==> src/rtl/cpu_pkg.sv <==
// Shared CPU definitions: opcodes, addressing-mode constants, instruction
// field positions and the fetch-stage state type.
package cpu_pkg;

    localparam logic [3:0] NOOP = 4'd0;
    localparam logic [3:0] LOD  = 4'd1;
    localparam logic [3:0] STR  = 4'd2;
    localparam logic [3:0] SWAP = 4'd3;
    localparam logic [3:0] BRA  = 4'd4;
    localparam logic [3:0] BRR  = 4'd5;
    localparam logic [3:0] BNE  = 4'd6;
    localparam logic [3:0] ALU  = 4'd8;
    localparam logic [3:0] HLT  = 4'd15;

    localparam logic [3:0] AM_IMM = 4'd8;

    localparam int OPC_HI = 31;
    localparam int OPC_LO = 28;
    localparam int MM_HI  = 27;
    localparam int MM_LO  = 24;
    localparam int OFF_HI = 15;
    localparam int OFF_LO = 0;

    typedef enum logic {
        ST_IDLE = 1'b0,
        ST_REQ  = 1'b1
    } fetch_state_t;

endpackage

==> src/rtl/fetch_unit_if.sv <==
// Bundle of the fetch stage's control inputs from ctrl, the instruction
// memory handshake and the fetch results presented back to ctrl.
interface fetch_unit_if #(
    parameter int ADDR_W = 16
) ();
    logic              PC_RST;
    logic              PC_WRITE;
    logic              PC_SEL;
    logic              BR_SEL;
    logic              IMEM_REQ;
    logic [ADDR_W-1:0] IMEM_ADDR;
    logic              IMEM_RDY;
    logic [31:0]       IMEM_DATA;
    logic [31:0]       INSTR;
    logic [3:0]        OPCODE;
    logic [3:0]        MM;
    logic              INSTR_VALID;
    logic              STALL;
    logic [ADDR_W-1:0] PC;

    // The fetch unit itself
    modport master (
        input  PC_RST, PC_WRITE, PC_SEL, BR_SEL, IMEM_RDY, IMEM_DATA,
        output IMEM_REQ, IMEM_ADDR, INSTR, OPCODE, MM, INSTR_VALID, STALL, PC
    );

    // Everything around it: ctrl plus instruction memory
    modport slave (
        output PC_RST, PC_WRITE, PC_SEL, BR_SEL, IMEM_RDY, IMEM_DATA,
        input  IMEM_REQ, IMEM_ADDR, INSTR, OPCODE, MM, INSTR_VALID, STALL, PC
    );
endinterface

==> src/rtl/fetch_unit_pc_next_calc.sv <==
// Combinational next-PC logic: increment, relative and absolute branch
// targets, and the selected next PC (redirect beats increment beats hold).
module pc_next_calc #(
    parameter int ADDR_W = 16
) (
    input  logic [ADDR_W-1:0] pc,
    input  logic [ADDR_W-1:0] instr_pc,
    input  logic [15:0]       offset,
    input  logic [ADDR_W-1:0] abs_field,
    input  logic              br_sel,
    input  logic              redirect,
    input  logic              inc,
    output logic [ADDR_W-1:0] target,
    output logic [ADDR_W-1:0] next_pc
);
    logic signed [15:0] offset_s;
    logic [ADDR_W-1:0]  offset_ext;

    assign offset_s   = offset;
    assign offset_ext = ADDR_W'(offset_s);

    // Target selection and next-PC mux; all sums wrap modulo 2^ADDR_W
    always_comb begin
        target  = br_sel ? abs_field : instr_pc + offset_ext;
        next_pc = pc;
        if (redirect) begin
            next_pc = target;
        end else if (inc) begin
            next_pc = pc + ADDR_W'(1);
        end
    end
endmodule

==> src/rtl/fetch_unit.sv <==
// Instruction fetch stage: owns PC and the instruction register, issues one
// memory read per PC_WRITE rising edge and applies ctrl's branch commands.
module fetch_unit
    import cpu_pkg::*;
#(
    parameter int          ADDR_W   = 16,
    parameter int unsigned RESET_PC = 0
) (
    input  logic        CLK,
    input  logic        RST,
    fetch_unit_if.master bus
);
    localparam logic [ADDR_W-1:0] RST_PC = ADDR_W'(RESET_PC);

    fetch_state_t      state_q, state_d;
    logic [ADDR_W-1:0] pc_q, instr_pc_q, addr_q, pend_tgt_q;
    logic [31:0]       instr_q;
    logic              valid_q, req_q, pend_q, pw_prev_q;
    logic              pw_edge, start, done, redirect;
    logic [ADDR_W-1:0] target, next_pc;

    assign pw_edge  = bus.PC_WRITE && !pw_prev_q;
    assign redirect = bus.PC_SEL && (state_q == ST_IDLE);

    pc_next_calc #(.ADDR_W(ADDR_W)) u_calc (
        .pc        (pc_q),
        .instr_pc  (instr_pc_q),
        .offset    (instr_q[OFF_HI:OFF_LO]),
        .abs_field (instr_q[ADDR_W-1:0]),
        .br_sel    (bus.BR_SEL),
        .redirect  (redirect),
        .inc       (done),
        .target    (target),
        .next_pc   (next_pc)
    );

    // State register
    always_ff @(posedge CLK or posedge RST) begin
        if (RST) state_q <= ST_IDLE;
        else     state_q <= state_d;
    end

    // Next state plus fetch start/completion strobes; PC_RST overrides all
    always_comb begin
        state_d = state_q;
        start   = 1'b0;
        done    = 1'b0;
        if (!bus.PC_RST) begin
            case (state_q)
                ST_IDLE: if (pw_edge) begin
                    state_d = ST_REQ;
                    start   = 1'b1;
                end
                ST_REQ: if (bus.IMEM_RDY) begin
                    state_d = ST_IDLE;
                    done    = 1'b1;
                end
                default: state_d = ST_IDLE;
            endcase
        end else begin
            state_d = ST_IDLE;
        end
    end

    // PC, instruction register, memory request and pending-redirect state
    always_ff @(posedge CLK or posedge RST) begin
        if (RST) begin
            pc_q       <= RST_PC;
            instr_pc_q <= RST_PC;
            addr_q     <= RST_PC;
            pend_tgt_q <= RST_PC;
            instr_q    <= '0;
            valid_q    <= 1'b0;
            req_q      <= 1'b0;
            pend_q     <= 1'b0;
            pw_prev_q  <= 1'b0;
        end else begin
            pw_prev_q <= bus.PC_WRITE;
            if (bus.PC_RST) begin
                pc_q    <= RST_PC;
                valid_q <= 1'b0;
                req_q   <= 1'b0;
                pend_q  <= 1'b0;
            end else if (done) begin
                req_q <= 1'b0;
                if (pend_q) begin
                    pc_q   <= pend_tgt_q;
                    pend_q <= 1'b0;
                end else begin
                    instr_q <= bus.IMEM_DATA;
                    valid_q <= 1'b1;
                    pc_q    <= next_pc;
                end
            end else if (state_q == ST_REQ) begin
                // Redirect during an outstanding fetch waits for completion
                if (bus.PC_SEL) begin
                    pend_q     <= 1'b1;
                    pend_tgt_q <= target;
                end
            end else begin
                // Redirect first, so a same-cycle fetch uses the new target
                pc_q <= next_pc;
                if (start) begin
                    addr_q     <= next_pc;
                    instr_pc_q <= next_pc;
                    req_q      <= 1'b1;
                    valid_q    <= 1'b0;
                end
            end
        end
    end

    assign bus.IMEM_REQ    = req_q;
    assign bus.IMEM_ADDR   = addr_q;
    assign bus.INSTR       = instr_q;
    assign bus.OPCODE      = instr_q[OPC_HI:OPC_LO];
    assign bus.MM          = instr_q[MM_HI:MM_LO];
    assign bus.INSTR_VALID = valid_q;
    assign bus.STALL       = (state_q == ST_REQ);
    assign bus.PC          = pc_q;
endmodule
==> src/flat_wrapper.sv <==
// flat-port wrapper written by rule: the top's interface ports become plain ports
module fetch_unit_flat import cpu_pkg::*;
#(
    parameter int          ADDR_W   = 16,
    parameter int unsigned RESET_PC = 0
)
  (CLK, RST, bus_PC_RST, bus_PC_WRITE, bus_PC_SEL, bus_BR_SEL, bus_IMEM_RDY, bus_IMEM_DATA, bus_IMEM_REQ, bus_IMEM_ADDR, bus_INSTR, bus_OPCODE, bus_MM, bus_INSTR_VALID, bus_STALL, bus_PC);
  fetch_unit_if #(.ADDR_W(ADDR_W)) bus_i ();
  input  logic CLK;
  input  logic RST;
  input wire logic [$bits(bus_i.PC_RST)-1:0] bus_PC_RST;
  input wire logic [$bits(bus_i.PC_WRITE)-1:0] bus_PC_WRITE;
  input wire logic [$bits(bus_i.PC_SEL)-1:0] bus_PC_SEL;
  input wire logic [$bits(bus_i.BR_SEL)-1:0] bus_BR_SEL;
  input wire logic [$bits(bus_i.IMEM_RDY)-1:0] bus_IMEM_RDY;
  input wire logic [$bits(bus_i.IMEM_DATA)-1:0] bus_IMEM_DATA;
  output wire logic [$bits(bus_i.IMEM_REQ)-1:0] bus_IMEM_REQ;
  output wire logic [$bits(bus_i.IMEM_ADDR)-1:0] bus_IMEM_ADDR;
  output wire logic [$bits(bus_i.INSTR)-1:0] bus_INSTR;
  output wire logic [$bits(bus_i.OPCODE)-1:0] bus_OPCODE;
  output wire logic [$bits(bus_i.MM)-1:0] bus_MM;
  output wire logic [$bits(bus_i.INSTR_VALID)-1:0] bus_INSTR_VALID;
  output wire logic [$bits(bus_i.STALL)-1:0] bus_STALL;
  output wire logic [$bits(bus_i.PC)-1:0] bus_PC;
  assign bus_i.PC_RST = bus_PC_RST;
  assign bus_i.PC_WRITE = bus_PC_WRITE;
  assign bus_i.PC_SEL = bus_PC_SEL;
  assign bus_i.BR_SEL = bus_BR_SEL;
  assign bus_i.IMEM_RDY = bus_IMEM_RDY;
  assign bus_i.IMEM_DATA = bus_IMEM_DATA;
  assign bus_IMEM_REQ = bus_i.IMEM_REQ;
  assign bus_IMEM_ADDR = bus_i.IMEM_ADDR;
  assign bus_INSTR = bus_i.INSTR;
  assign bus_OPCODE = bus_i.OPCODE;
  assign bus_MM = bus_i.MM;
  assign bus_INSTR_VALID = bus_i.INSTR_VALID;
  assign bus_STALL = bus_i.STALL;
  assign bus_PC = bus_i.PC;
  fetch_unit #(.ADDR_W(ADDR_W), .RESET_PC(RESET_PC)) u_core (.CLK(CLK), .RST(RST), .bus(bus_i));
endmodule
==> config.mk <==
export PLATFORM = sky130hd
export DESIGN_NAME = fetch_unit_flat
export DESIGN_NICKNAME = d
export VERILOG_FILES = /design/src/rtl/cpu_pkg.sv /design/src/rtl/fetch_unit_if.sv /design/src/rtl/fetch_unit_pc_next_calc.sv /design/src/rtl/fetch_unit.sv /design/src/flat_wrapper.sv
export SDC_FILE = /design/constraint.sdc
export NUM_CORES = 1
export LEC_CHECK = 0
export ABC_AREA = 0
export CAP_MARGIN = 20
export CORE_UTILIZATION = 51
export CTS_CLUSTER_DIAMETER = 200
export CTS_CLUSTER_SIZE = 24
export DETAILED_ROUTE_END_ITERATION = 10
export GPL_TIMING_DRIVEN = 0
export PLACE_DENSITY = 0.9
export RECOVER_POWER = 50
export SLEW_MARGIN = 5
export SYNTH_ARGS = -nofsm -noshare
export SYNTH_HDL_FRONTEND = slang
export SYNTH_SLANG_ARGS = --single-unit
==> constraint.sdc <==
create_clock -name CLK -period 3.85 [get_ports CLK]
set_input_delay 0.9625 -clock CLK [delete_from_list [all_inputs] [get_ports CLK]]
set_output_delay 0.9625 -clock CLK [all_outputs]
set_load 0.005 [all_outputs]
==> impl_results.md <==
- Outcome: complete, no violations
- Clk_skew: 4.77 ps
- Top routing layer used: met4
- DR WL/cell: around 19 um
- Fin crit share: 75.5%
- End of the critical path: u_core.pend_tgt_q[5]
- Crit path launch: bus_IMEM_RDY
- I/O Buffers: 111
- Met1 Routed Length: 5.59 mm
- Critical path class: primary input to flop
- Total track usage: 29.1%
- Syn Inst Count: between 400 and 500
- Worst-margin pin slew: between 1000 and 1500 ps
- Finished Cell Area: approximately 6400 um^2
- Global route overflow: 0
- Sequential share of the synthesized area: 43.7%
- DP HPWL: 10.5 mm
- Hold_buf cts: 0
- Ys Warns: 0
- Min-delay worst type: flop to flop
- RR Startpoint: u_core.bus.INSTR[4]
- CTS tree: done
- RSZ-0062 raised after global routing: false
- Area delta synth->final: 30.8%
- Initial Utilization: between 50% and 60%
- Die ar.: roughly 10000 um^2
- Post-route ant nets: 0
- IO Count: 114
- DRT iter0 DRCs: 385
- Number of synthesized flops with an enable pin: 0
- Die height: 99.7 um
- DR WL met3: 901 um
- Yosys top cell area share: 43.7%
- Critical path data arrival time: 3130 ps
- Total of max-cap violations: 0
- First drt pass iteration count: 5
- Max FO, Critical Path: 10
- First-pass GRT wire length: around 22 mm
- Top cells by area, synth: dfrtp_1 (44%), mux2_2 (8.1%), nand2_1 (4.8%), o21ai_0 (4.3%), ha_1 (4.1%)
- NumNets Final: a little under 700
- Chip Width: 99.7 um
- Fmax: about 340 MHz
- Leak: 2.80 nW
- Vias: between 4000 and 5000
- Critical R2R Capture: u_core.instr_pc_q[13]
- DRC violations left: 0
- Relative slew slack: 15.8%
- Initial antenna violation count: 0
- Dominant cell type by area after synthesis: dfrtp_1
- Pwr Density: 559 nW/um^2
- Drt total wl: 14.0 mm
- Syn avg cell area: ~10 um^2
- Critical path capture point type: flop
- Dominant synthesized flop cell: dfrtp_1
- Vias in the first global route: between 4000 and 5000
- CTS root buf: clkbuf_8
- Clk_lat worst skew: 360 ps
- CTS clk-pin slew, worst paths: 80 ps
- #FFs+latches synth: 85
- Largest net degree at the start of global routing: 60
- Crit path launch type: primary input
- WP data required: a little over 4000 ps
- Worst IR Drop VDD: about 0.00032 V
- # diodes: 0
- FFs w/ async S/R, synth: 100%
- Synthesized Nets: 551
- Dpl ws: 657 ps
- CTS Buffer Depth: 2
- Synthesized area: about 4900 um^2
- Clock period minus worst slack: roughly 2900 ps
- Area after DPL: 6170 um^2
- Final-report setup violation count: 0
- Met2 WL: 7.11 mm
- Setup bufs post-CTS: 0
- CORE AREA: 9240 um^2
- # rows: 35
- Layout cells sized above 1: around 15%
- Vias per inst: 5.97
- Setup ws final: 944 ps
- Slew Limit Fails: 0
- Clock buffer count from CTS: 9
- R2r setup slk: 1150 ps
- Final Hold Violating Endpoints: 0
- Final Util: 69.0%
- R2r worst-path depth: 8
- H-tree depth: 3
- Placer congestion estimate: 0.890
- CTS resizes: 0
- Sink Count: 85
- Distinct cells, synth: 63
-- kinds of logic after synthesis --
| kind of cell | share of synthesized area [%] |
|---|---|
| and+or+nand+nor | 14.2 |
| AOI/OAI and AO/OA | 18.4 |
| DFF | 43.7 |
| buffers and inverters | 5.06 |
| muxes | 9.55 |
| xor gates and xnor gates | 4.67 |
| adders and majority gates | 4.52 |
-- metal layers --
metal,up-vias,GRT usage (%)
li1,2013,-
met1,2209,36.7
met2,229,50.3
met3,35,3.09
met4,0,13.5
met5,-,0
-- placed cells by master (no fill, tap or decap), drive strengths merged, types with 3 or more instances in the layout --
master         count
ha                16
xnor2             15
mux2i              6
mux2              36
o21ai             45
a22oi             11
xor2              11
a21o               9
and3               5
nand3              8
nor2              32
a211oi             8
clkdlybuf4s50     76
nand2b             6
inv               12
dfrtp             85
nand2             62
o21bai             3
nor4               3
nor2b              4
dlygate4sd3       35
o211ai             4
clkbuf            24
o31ai              8
a41oi              3
a31oi              3
nor3               8
buf               22
a22o               3
nand4              6
a21oi             27
-- state kept, by name, summed over array words and instances, names as in the netlist --
| signal | cells |
|---|---|
| u_core.bus.IMEM_REQ | 1 |
| u_core.bus.INSTR | 32 |
| u_core.bus.INSTR_VALID | 1 |
| u_core.bus.PC | 16 |
| u_core.bus.STALL | 1 |
| u_core.instr_pc_q | 16 |
| u_core.pend_q | 1 |
| u_core.pend_tgt_q | 16 |
| u_core.pw_prev_q | 1 |
-- how the worst min path moves through the flow --
| stage | start | end | slack (ps) | cells past startpoint |
|---|---|---|---|---|
| after floorplan | u_core.pend_tgt_q[15] | u_core.pend_tgt_q[15] | 440 | 2 |
| after global placement | u_core.pend_tgt_q[8] | u_core.pend_tgt_q[8] | 460 | 2 |
| after detailed placement | u_core.pend_tgt_q[10] | u_core.pend_tgt_q[10] | 470 | 2 |
| after CTS | u_core.pend_tgt_q[10] | u_core.pend_tgt_q[10] | 490 | 2 |
| after global routing | u_core.pend_tgt_q[2] | u_core.pend_tgt_q[2] | 520 | 2 |
| final | u_core.pend_tgt_q[2] | u_core.pend_tgt_q[2] | 490 | 2 |
-- stage by stage --
stage	std cells	power (W)	hold WS, ps	setup TNS [ps]
floorplan	495	0.00222	445	0
global placement	735	0.00285	462	-48930
detailed placement	736	0.00294	472	0
CTS	751	0.00359	491	0
global route	751	0.00377	519	0
finish	751	0.00356	494	0
-- where the power goes --
| part | internal, W | leakage, nW | total, W | switching [W] |
|---|---|---|---|---|
| Clock | 0.000330 | 0.101 | 0.000652 | 0.000322 |
| Sequential | 0.00112 | 1.09 | 0.00134 | 0.000223 |
| Combinational | 0.000816 | 1.61 | 0.00157 | 0.000757 |
-- cells in the mapped netlist, drive strengths merged, types with 2 or more instances --
cell type / n
and4: 2
a211oi: 8
clkbuf: 13
and2: 2
mux2: 36
a221oi: 2
nor2b: 4
a21oi: 27
a21o: 9
o21bai: 3
o31ai: 8
a31oi: 3
ha: 16
nor3: 8
nand2: 62
nand2b: 6
dfrtp: 85
nor4: 3
xor2: 11
mux2i: 6
o22ai: 2
a41oi: 3
a22oi: 11
buf: 21
nand3: 8
o211ai: 4
a22o: 3
o21ai: 45
nor2: 32
nand4: 6
xnor2: 15
and3: 5
inv: 13
-- layout make-up --
type / count / area (um^2)
multi-input combinational: 363 / 2500
sequential: 85 / 2130
inverter: 13 / 50.0
timing repair buffer: 112 / 1140
clock buffer: 11 / 151
buffer: 34 / 198
fill: 722 / 2870
clock inverter: 4 / 47.5
tap: 129 / 161
-- critical path, stage by stage --
cell and delay (ps):
clkdlybuf4s50_1 480, or2b_1 290, nor2_2 360, nand2_1 120
clkbuf_1 300, clkbuf_1 360, nand2_1 150, o21ai_0 90
Note: power is estimated with default switching activity, not from simulation.
